File: src/rtl/mult_switch_multibuf.sv
// mult_switch_multibuf
//   Multiplier switch with a small stationary-operand buffer. Stationary
//   beats fill the buffer round-robin. Each streaming beat multiplies its
//   operand by the buffer entry that i_sel picks. The product leaves after a
//   fixed LATENCY toward the reduction network.
//
//   Optional feature macro: MULT_SWITCH_ACC_EN. When it is defined, the final
//   stage accumulates products locally. Only the group-closing product
//   (i_last) then raises o_valid.
//
// Ports
//   clk, rst      clock; synchronous active-high reset
//   i_valid       beat valid
//   i_data        signed operand (DATA_W)
//   i_stationary  1: load i_data into the buffer, 0: stream against i_sel
//   i_sel         buffer entry used by a streaming beat
//   i_clear       invalidate all entries and rewind the write pointer
//   i_last        closes a dot-product group (accumulation build only)
//   o_valid       result valid
//   o_data        signed result (OUT_W = 2*DATA_W + GUARD_W)
//   o_drop        one-cycle pulse: a streaming beat hit an invalid entry
//   o_full        every buffer entry holds a valid operand
module mult_switch_multibuf #(
   parameter int DATA_W  = 16,
   parameter int DEPTH   = 4,
   parameter int SEL_W   = 2,
   parameter int LATENCY = 2,
   parameter int GUARD_W = 8,
   localparam int OUT_W  = 2*DATA_W + GUARD_W
) (
   input  logic                     clk,
   input  logic                     rst,
   input  logic                     i_valid,
   input  logic signed [DATA_W-1:0] i_data,
   input  logic                     i_stationary,
   input  logic [SEL_W-1:0]         i_sel,
   input  logic                     i_clear,
   input  logic                     i_last,
   output logic                     o_valid,
   output logic signed [OUT_W-1:0]  o_data,
   output logic                     o_drop,
   output logic                     o_full
);

   localparam int PROD_W = 2*DATA_W;
   localparam logic [SEL_W:0]   DEPTH_V  = (SEL_W+1)'(DEPTH);
   localparam logic [SEL_W-1:0] LAST_PTR = SEL_W'(DEPTH-1);

   function automatic logic signed [OUT_W-1:0] sext_prod(input logic signed [PROD_W-1:0] p);
      return {{GUARD_W{p[PROD_W-1]}}, p};
   endfunction

   logic signed [DATA_W-1:0] stat_mem [DEPTH];
   logic [DEPTH-1:0]         ent_valid, ent_valid_nxt;
   logic [SEL_W-1:0]         wr_ptr, wr_ptr_nxt;

   logic                     load, stream, sel_ok, hit, drop_c;
   logic signed [PROD_W-1:0] prod_c;

   logic                     fin_vld, fin_last;
   logic signed [PROD_W-1:0] fin_prod;

   // Input stage: buffer lookup and multiply, evaluated against the
   // pre-clear buffer state.
   always_comb begin
      load   = i_valid & i_stationary;
      stream = i_valid & ~i_stationary;
      sel_ok = ({1'b0, i_sel} < DEPTH_V);
      hit    = stream & sel_ok & ent_valid[i_sel];
      drop_c = stream & ~hit;
      prod_c = stat_mem[i_sel] * i_data;
   end

   // A clear wins over a load in the same cycle, so that load is lost.
   always_comb begin
      ent_valid_nxt = ent_valid;
      wr_ptr_nxt    = wr_ptr;
      if (i_clear) begin
         ent_valid_nxt = '0;
         wr_ptr_nxt    = '0;
      end else if (load) begin
         ent_valid_nxt[wr_ptr] = 1'b1;
         wr_ptr_nxt = (wr_ptr == LAST_PTR) ? '0 : wr_ptr + SEL_W'(1);
      end
   end

   // o_full is registered from the next-state vector, so it reflects a load
   // in the following cycle.
   always_ff @(posedge clk) begin
      if (rst) begin
         ent_valid <= '0;
         wr_ptr    <= '0;
         o_full    <= 1'b0;
         o_drop    <= 1'b0;
      end else begin
         ent_valid <= ent_valid_nxt;
         wr_ptr    <= wr_ptr_nxt;
         o_full    <= &ent_valid_nxt;
         o_drop    <= drop_c;
      end
   end

   always_ff @(posedge clk) begin
      if (load && !i_clear)
         stat_mem[wr_ptr] <= i_data;
   end

   // Delay stages p0..p(LATENCY-2). The output register supplies the final
   // cycle of latency.
   generate
      if (LATENCY > 1) begin : g_pipe
         localparam int PIPE_N = LATENCY - 1;
         logic                     vld_p  [PIPE_N];
         logic                     last_p [PIPE_N];
         logic signed [PROD_W-1:0] prod_p [PIPE_N];

         always_ff @(posedge clk) begin
            if (rst) begin
               for (int k = 0; k < PIPE_N; k++) vld_p[k] <= 1'b0;
            end else begin
               vld_p[0] <= hit;
               for (int k = 1; k < PIPE_N; k++) vld_p[k] <= vld_p[k-1];
            end
         end

         always_ff @(posedge clk) begin
            prod_p[0] <= prod_c;
            last_p[0] <= i_last;
            for (int k = 1; k < PIPE_N; k++) begin
               prod_p[k] <= prod_p[k-1];
               last_p[k] <= last_p[k-1];
            end
         end

         assign fin_vld  = vld_p[PIPE_N-1];
         assign fin_prod = prod_p[PIPE_N-1];
         assign fin_last = last_p[PIPE_N-1];
      end else begin : g_nopipe
         assign fin_vld  = hit;
         assign fin_prod = prod_c;
         assign fin_last = i_last;
      end
   endgenerate

   // Output stage: o_data keeps its last value while o_valid is low.
`ifdef MULT_SWITCH_ACC_EN
   logic signed [OUT_W-1:0] acc, acc_sum;

   assign acc_sum = acc + sext_prod(fin_prod);

   always_ff @(posedge clk) begin
      if (rst) begin
         o_valid <= 1'b0;
         o_data  <= '0;
         acc     <= '0;
      end else begin
         o_valid <= fin_vld & fin_last;
         if (fin_vld) begin
            if (fin_last) begin
               o_data <= acc_sum;
               acc    <= '0;
            end else begin
               acc    <= acc_sum;
            end
         end
      end
   end
`else
   logic unused_fin_last;
   assign unused_fin_last = fin_last;

   always_ff @(posedge clk) begin
      if (rst) begin
         o_valid <= 1'b0;
         o_data  <= '0;
      end else begin
         o_valid <= fin_vld;
         if (fin_vld)
            o_data <= sext_prod(fin_prod);
      end
   end
`endif

endmodule

File: config.mk
export PLATFORM = sky130hd
export DESIGN_NAME = mult_switch_multibuf
export DESIGN_NICKNAME = d
export VERILOG_FILES = /design/src/rtl/mult_switch_multibuf.sv
export SDC_FILE = /design/constraint.sdc
export NUM_CORES = 1
export LEC_CHECK = 0
export BUFFER_PORTS_ARGS = -buffer_cell sky130_fd_sc_hd__buf_2
export CORE_ASPECT_RATIO = 1.25
export CORE_MARGIN = 1
export CORE_UTILIZATION = 50
export CTS_CLUSTER_DIAMETER = 60
export DETAILED_ROUTE_END_ITERATION = 6
export GPL_ROUTABILITY_DRIVEN = 0
export HOLD_SLACK_MARGIN = 0.15
export PLACE_DENSITY_LB_ADDON = 0.08
export REMOVE_ABC_BUFFERS = 1
export SYNTH_ARGS = -nofsm -noshare
export SYNTH_HDL_FRONTEND = slang
export SYNTH_SLANG_ARGS = --single-unit
File: constraint.sdc
create_clock -name clk -period 6.78 [get_ports clk]
set_input_delay 0.339 -clock clk [delete_from_list [all_inputs] [get_ports clk]]
set_output_delay 0.339 -clock clk [all_outputs]
set_load 0.01 [all_outputs]
## Word level (Yosys, flattened, before mapping)

Memories as Yosys holds them, arrays and structs flattened. A register that Yosys moved wholly into a read port is not among the register bits.
Cells that the tools add are included.

- Flip-flop bits (word level): 9
- Memory bits (writable): 97
- Input bits: 24
- Word-level logic and storage cells: 41
- Memories: 3

Memory list:

| memory | words | width | read ports | clocked after Yosys merged registers in | wr ports | RTL line | text |
|---|---|---|---|---|---|---|---|
| stat_mem | 4 | 16 | 1 | 0 | 1 | 53 | `logic signed [DATA_W-1:0] stat_mem [DEPTH];` |
| g_pipe.prod_p | 1 | 32 | 1 | 1 | 1 | 115 | `logic signed [PROD_W-1:0] prod_p [PIPE_N];` |
| g_pipe.vld_p | 1 | 1 | 1 | 0 | 1 | 113 | `logic vld_p [PIPE_N];` |

- Add/subtract/negate cells: 1
- Multipliers: 1
- Magnitude comparators: 3
- Equal/unequal tests: 1
- Multiplexer cells: 14
- Bitwise gates (word level): 7
- Reductions and logical operators: 6

Operators by type and width:

| kind | number |
|---|---|
| $mul 16x16->32 | 1 |
| $mux 1 | 9 |
| $mux 4 | 2 |
| $lt 2x3->1 const B | 2 |
| $and 1x1->1 | 4 |
| $or 4x4->4 | 1 |
| $reduce_and 4->1 | 1 |
| $add 2x1->2 const B | 1 |
| $bmux 1 s2 | 1 |
| $demux 1 s2 | 1 |
| $eq 2x2->1 const B | 1 |
| $ge 2x1->1 const B | 1 |
| $logic_and 1x1->1 | 2 |
| $mux 2 | 1 |
| $not 1->1 | 2 |
| $reduce_or 2->1 | 1 |
| $logic_not 1->1 | 1 |
| $reduce_or 1->1 | 1 |

## Logic depth before layout (Yosys ltp)

- Depth in word-level cells: 8
- Depth in mapped cells: 25

## Worst setup path before layout

No wires, ideal clock.

- Path kind: input to register
- From: input port i_sel[0]
- To: memory g_pipe.prod_p[0][29] in the netlist's numbering
- Arrival time: 6.681 ns
- Data required time: 6.662 ns
- Path slack: -0.019 ns
- Stages: 23
- Cell sequence: buf_2 > buf_2 > mux4_2 > buf_2 > nand2_1 > inv_1 > fa_1 > fa_1 > inv_1 > fa_1 > inv_1 > fa_1 > fa_1 > fa_1 > ha_1 > clkbuf_1 > nand3_1 > nor2_1 > nand4_1 > a21oi_2 > o211ai_1 > and3b_1 > xnor2_1

- Longest elaborated chain between the ends: 2

RTL lines:

| item | RTL line | text |
|---|---|---|
| from (decl) | 36 | `input logic [SEL_W-1:0] i_sel,` |
| $mem_v2 4x16 | -- |  |
| $mul 16x16->32 | 71 | `prod_c = stat_mem[i_sel] * i_data;` |
| via prod_c[29] | 58 | `logic signed [PROD_W-1:0] prod_c;` |
| to (decl) | 115 |  |

The timed path passes the listed nets, and every way through them passes these cells.

## Worst setup path after layout

- From: memory stat_mem[2][11]
- To: memory g_pipe.prod_p[0][31] in the netlist's numbering

- Longest elaborated chain between the ends: 2

RTL lines:

| item | RTL line |
|---|---|
| from (decl) | 53 |
| $mem_v2 4x16 | -- |
| $mul 16x16->32 | 71 |
| via prod_c[31] | 58 |

The timed path passes the listed nets, and every way through them passes these cells.

==> run_results.csv <==
group,metric,value,unit
status,status,"finished clean",
sta,worst_pin_slew,0.994,ns
synthesis,synth_top_area_share,36.3,%
final_layout,layout.cell_area.non_filler,0.0161,sq mm
final_layout,layout_cell_share_with_drive_strength_beyond_1,12.2,%
synthesis,synthesized_area_fraction_occupied_by_adder_cells,43.8,%
global_route,grt_max_degree,42,
drt,drt_first_pass_iters,5,
cts,clkTransAtPathRegs,0.07,ns
global_route,gr-total-overflow,0,
synthesis,synthesis.area,0.0144,sq mm
synthesis,synthesized_instance_count,1376,
synthesis,synthTopCellsByArea,"fa_1 (36%), edfxtp_1 (13%), dfxtp_1 (10%)",
cts,cts.root.buffer_cell,"clkbuf_16",
synthesis,number_of_enable_type_register_cells_in_the_synthesized_netlist,64,
drt,viasPerCell,5.10,
synthesis,count_of_different_cell_masters_after_synthesis,49,
worst_setup_path,cp.required,7.15,ns
drt,wirelength,32000,um
cts,cts-htree-levels,4,
worst_setup_path,crit_arrival,6.81,ns
worst_setup_path,maximum_fanout_count_along_the_critical_path,5,
floorplanning,boundaryPins,67,
sta,period_minus_slack,6.45,ns
sta,setup_repair_after_global_routing_missed_its_margin,"false",
final_layout,area_delta_synth_final,11.6,%
cts,cts_tree,"yes",
drt,drc_errors,0,
synthesis,synth.yosys.warnings,0,
sta,fmax,0.155,GHz
sta,timing.clock.skew,0.0165,ns
floorplanning,die_w,154,um
sta,final_min_period_over_clock_period,95.1,%
final_layout,n_antenna_cell,0,
floorplanning,initial_core_util,50.9,%
synthesis,seq_area_frac_synth,23.6,%
job,max_cap_viol_count,0,
final_layout,nets,1842,
synthesis,synth_seq_cells,138,
floorplanning,floorplan.core_area,0.0284,sq mm
sta,setup_viol,0,
global_route,grt_util_all_layers,23.9,%
synthesis,post_synth_xor_area_fraction,2.12,%
sta,final-max-slew-violation-count,0,
cts,clock_sink_count,138,
hold_path,hold_path_class,"input port to flip-flop",
sta,final-hold-violation-count,0,
synthesis,post_synthesis_cell_type_with_the_largest_combined_area,"fa_1",
drt,drt-wirelength-per-cell,17.4,um
cts,worst_skew_pair.late_latency,0.44,ns
synthesis,synthesized_area_fraction_occupied_by_ao_oa_aoi_and_oai_cells,3.69,%
floorplanning,rows,69,
drt,dr_total_vias,9372,
drt,drtAntennaViolNets,0,
place,portBuffers,65,
global_route,initial_antenna_violation_count,0,
worst_setup_path,critPathLaunchType,"flip-flop",
sta,timing.max_slew.rel_slack,33.7,%
cts,cts_inserted_buffers,17,
floorplanning,die_height,192,um
cts,clk_path_buf_depth,2,
place,dpl_hpwl,25100,um
synthesis,main_combinational_cell_family_by_area_after_synthesis,"adder cells",
global_route,via_count_of_the_first_global_routing_pass,10100,
worst_setup_path,setup.worst_path.class,"flip-flop to flip-flop",
global_route,grt_pass1_wl,52900,um
floorplanning,die_area,0.0296,sq mm
worst_setup_path,crit_path_end_kind,"flip-flop",
synthesis,muxShareOfSynthArea,4.94,%
place,placement.cell_area,0.0155,sq mm
synthesis,synth_async_reset_ratio,0,%
synthesis,syn_area_per_cell,10.5,sq um
drt,detail_route.iter0.violations,424,
synthesis,synth_ff_type,"dfxtp_1",
synthesis,simple_gate_portion_of_the_synthesized_area,12.3,%
==> synth_stat cells (8+ instances only) <==
cell type	instances
o21ai_0	11
a21oi_1	28
inv_1	304
ha_1	86
dfxtp_1	74
and2_1	124
nand2b_1	8
xor2_1	8
fa_1	262
edfxtp_1	64
nor2_1	63
nand2_1	139
mux4_2	17
xnor2_1	27
mux2i_1	33
buf_4	9
clkbuf_1	38
==> critical path, cell delays in order (launching register included) <==
cell      delay (ns)
edfxtp_1        0.39
mux4_2          0.59
and2_1          0.23
fa_1            0.55
inv_1           0.06
fa_1            0.46
fa_1            0.51
inv_1           0.05
fa_1            0.50
fa_1            0.49
inv_1           0.04
fa_1            0.47
inv_1           0.04
ha_1            0.35
nand2_1         0.09
nor2_1          0.12
or4b_4          0.51
a21oi_2         0.27
o211ai_1        0.19
a31oi_1         0.30
xnor2_1         0.15
==> placed cells by master, fill, tap and decap left out, types with 3 or more instances in the layout <==
| cell type | netlist | layout |
|---|---|---|
| o21ai_0 | 11 | 11 |
| buf_2 | 6 | 65 |
| o21a_1 | 3 | 3 |
| xor2_1 | 8 | 8 |
| inv_6 | 0 | 4 |
| clkbuf_16 | 0 | 19 |
| xnor2_1 | 27 | 27 |
| nand3_1 | 3 | 3 |
| buf_12 | 0 | 3 |
| mux2i_1 | 33 | 33 |
| a21o_1 | 7 | 7 |
| dfxtp_1 | 74 | 73 |
| fa_1 | 262 | 262 |
| inv_1 | 304 | 304 |
| and2_1 | 124 | 124 |
| a31oi_1 | 3 | 3 |
| nor3_1 | 7 | 7 |
| ha_1 | 86 | 86 |
| buf_4 | 9 | 59 |
| nand2b_1 | 8 | 8 |
| o211ai_1 | 4 | 4 |
| a21oi_1 | 28 | 28 |
| nand2_1 | 139 | 139 |
| o21ai_1 | 4 | 4 |
| nor2_1 | 63 | 63 |
| nor2b_1 | 4 | 4 |
| edfxtp_1 | 64 | 64 |
| a211oi_1 | 5 | 5 |
| clkbuf_1 | 38 | 3 |
| mux4_2 | 17 | 17 |
| dlygate4sd3_1 | 0 | 3 |
==> logic make-up (layout without fill, tap and decap cells) <==
family                     after synthesis  in the layout
AOI/OAI and AO/OA                       83             83
xor gates and xnor gates                35             35
adders and majority gates              348            348
buffers and inverters                  359            466
DFF                                    138            138
muxes                                   50             50
and+or+nand+nor                        363            363
==> state kept, by name (all words and copies together) (netlist names) <==
register,count
stat_mem,64
g_pipe.prod_p,32
o_data,32
ent_valid,4
wr_ptr,2
g_pipe.vld_p,1
o_drop,1
o_full,1
o_valid,1
==> what timing repair did <==
action / CTS / global route
endpoints found under the setup margin: 0 / 1
hold buffers: 3 / 0
endpoints found under the hold margin: 4 / 0
resized for setup: 0 / 1
setup buffers: 0 / 0
==> per-layer routing <==
layer	track usage [%]	wire length (um)
met5	0	0
met4	9.42	1070
met2	44.1	17600
met3	3.45	770
met1	28.0	12500
==> path summary, 6_finish.rpt <==
kind | from | end | slack (ns) | cells after the start
worst max-delay path | stat_mem[2][11]$_DFFE_PP_ | g_pipe.prod_p[0][31]$_DFF_P_ | 0.33 | 20
worst min register to register | g_pipe.prod_p[0][8]$_DFF_P_ | o_data[8]$_SDFFE_PP0P_ | 0.46 | 2
worst min-delay path | i_valid | o_drop$_SDFF_PP0_ | 0.19 | 2
worst max register to register | stat_mem[2][11]$_DFFE_PP_ | g_pipe.prod_p[0][31]$_DFF_P_ | 0.33 | 20
==> stage by stage <==
step                      TNS [ns]  setup slack [ns]  util (%)  hold WS, ns  std cells
after floorplan                  0             0.755         -        0.408       1321
after global placement    -0.00920          -0.00756      54.5        0.447       1803
after detailed placement  -0.00626          -0.00626      54.5        0.454       1803
after CTS                        0             0.285      56.7        0.166       1838
after global routing             0            0.0305      56.8        0.182       1838
final                            0             0.335      56.8        0.191       1838
==> area by class of cell <==
| type | instances | area (sq um) |
|---|---|---|
| flip-flops and latches | 138 | 3400 |
| clock inverters | 10 | 125 |
| repair buffers | 130 | 858 |
| fillers | 2533 | 12300 |
| multi-input cells | 879 | 9660 |
| inverters | 304 | 1140 |
| clock buffers | 22 | 487 |
| well taps | 355 | 444 |
Power is left out: the tool's default activity adds up to more than one toggle a clock period on the data nets, which glitch-free logic cannot reach.
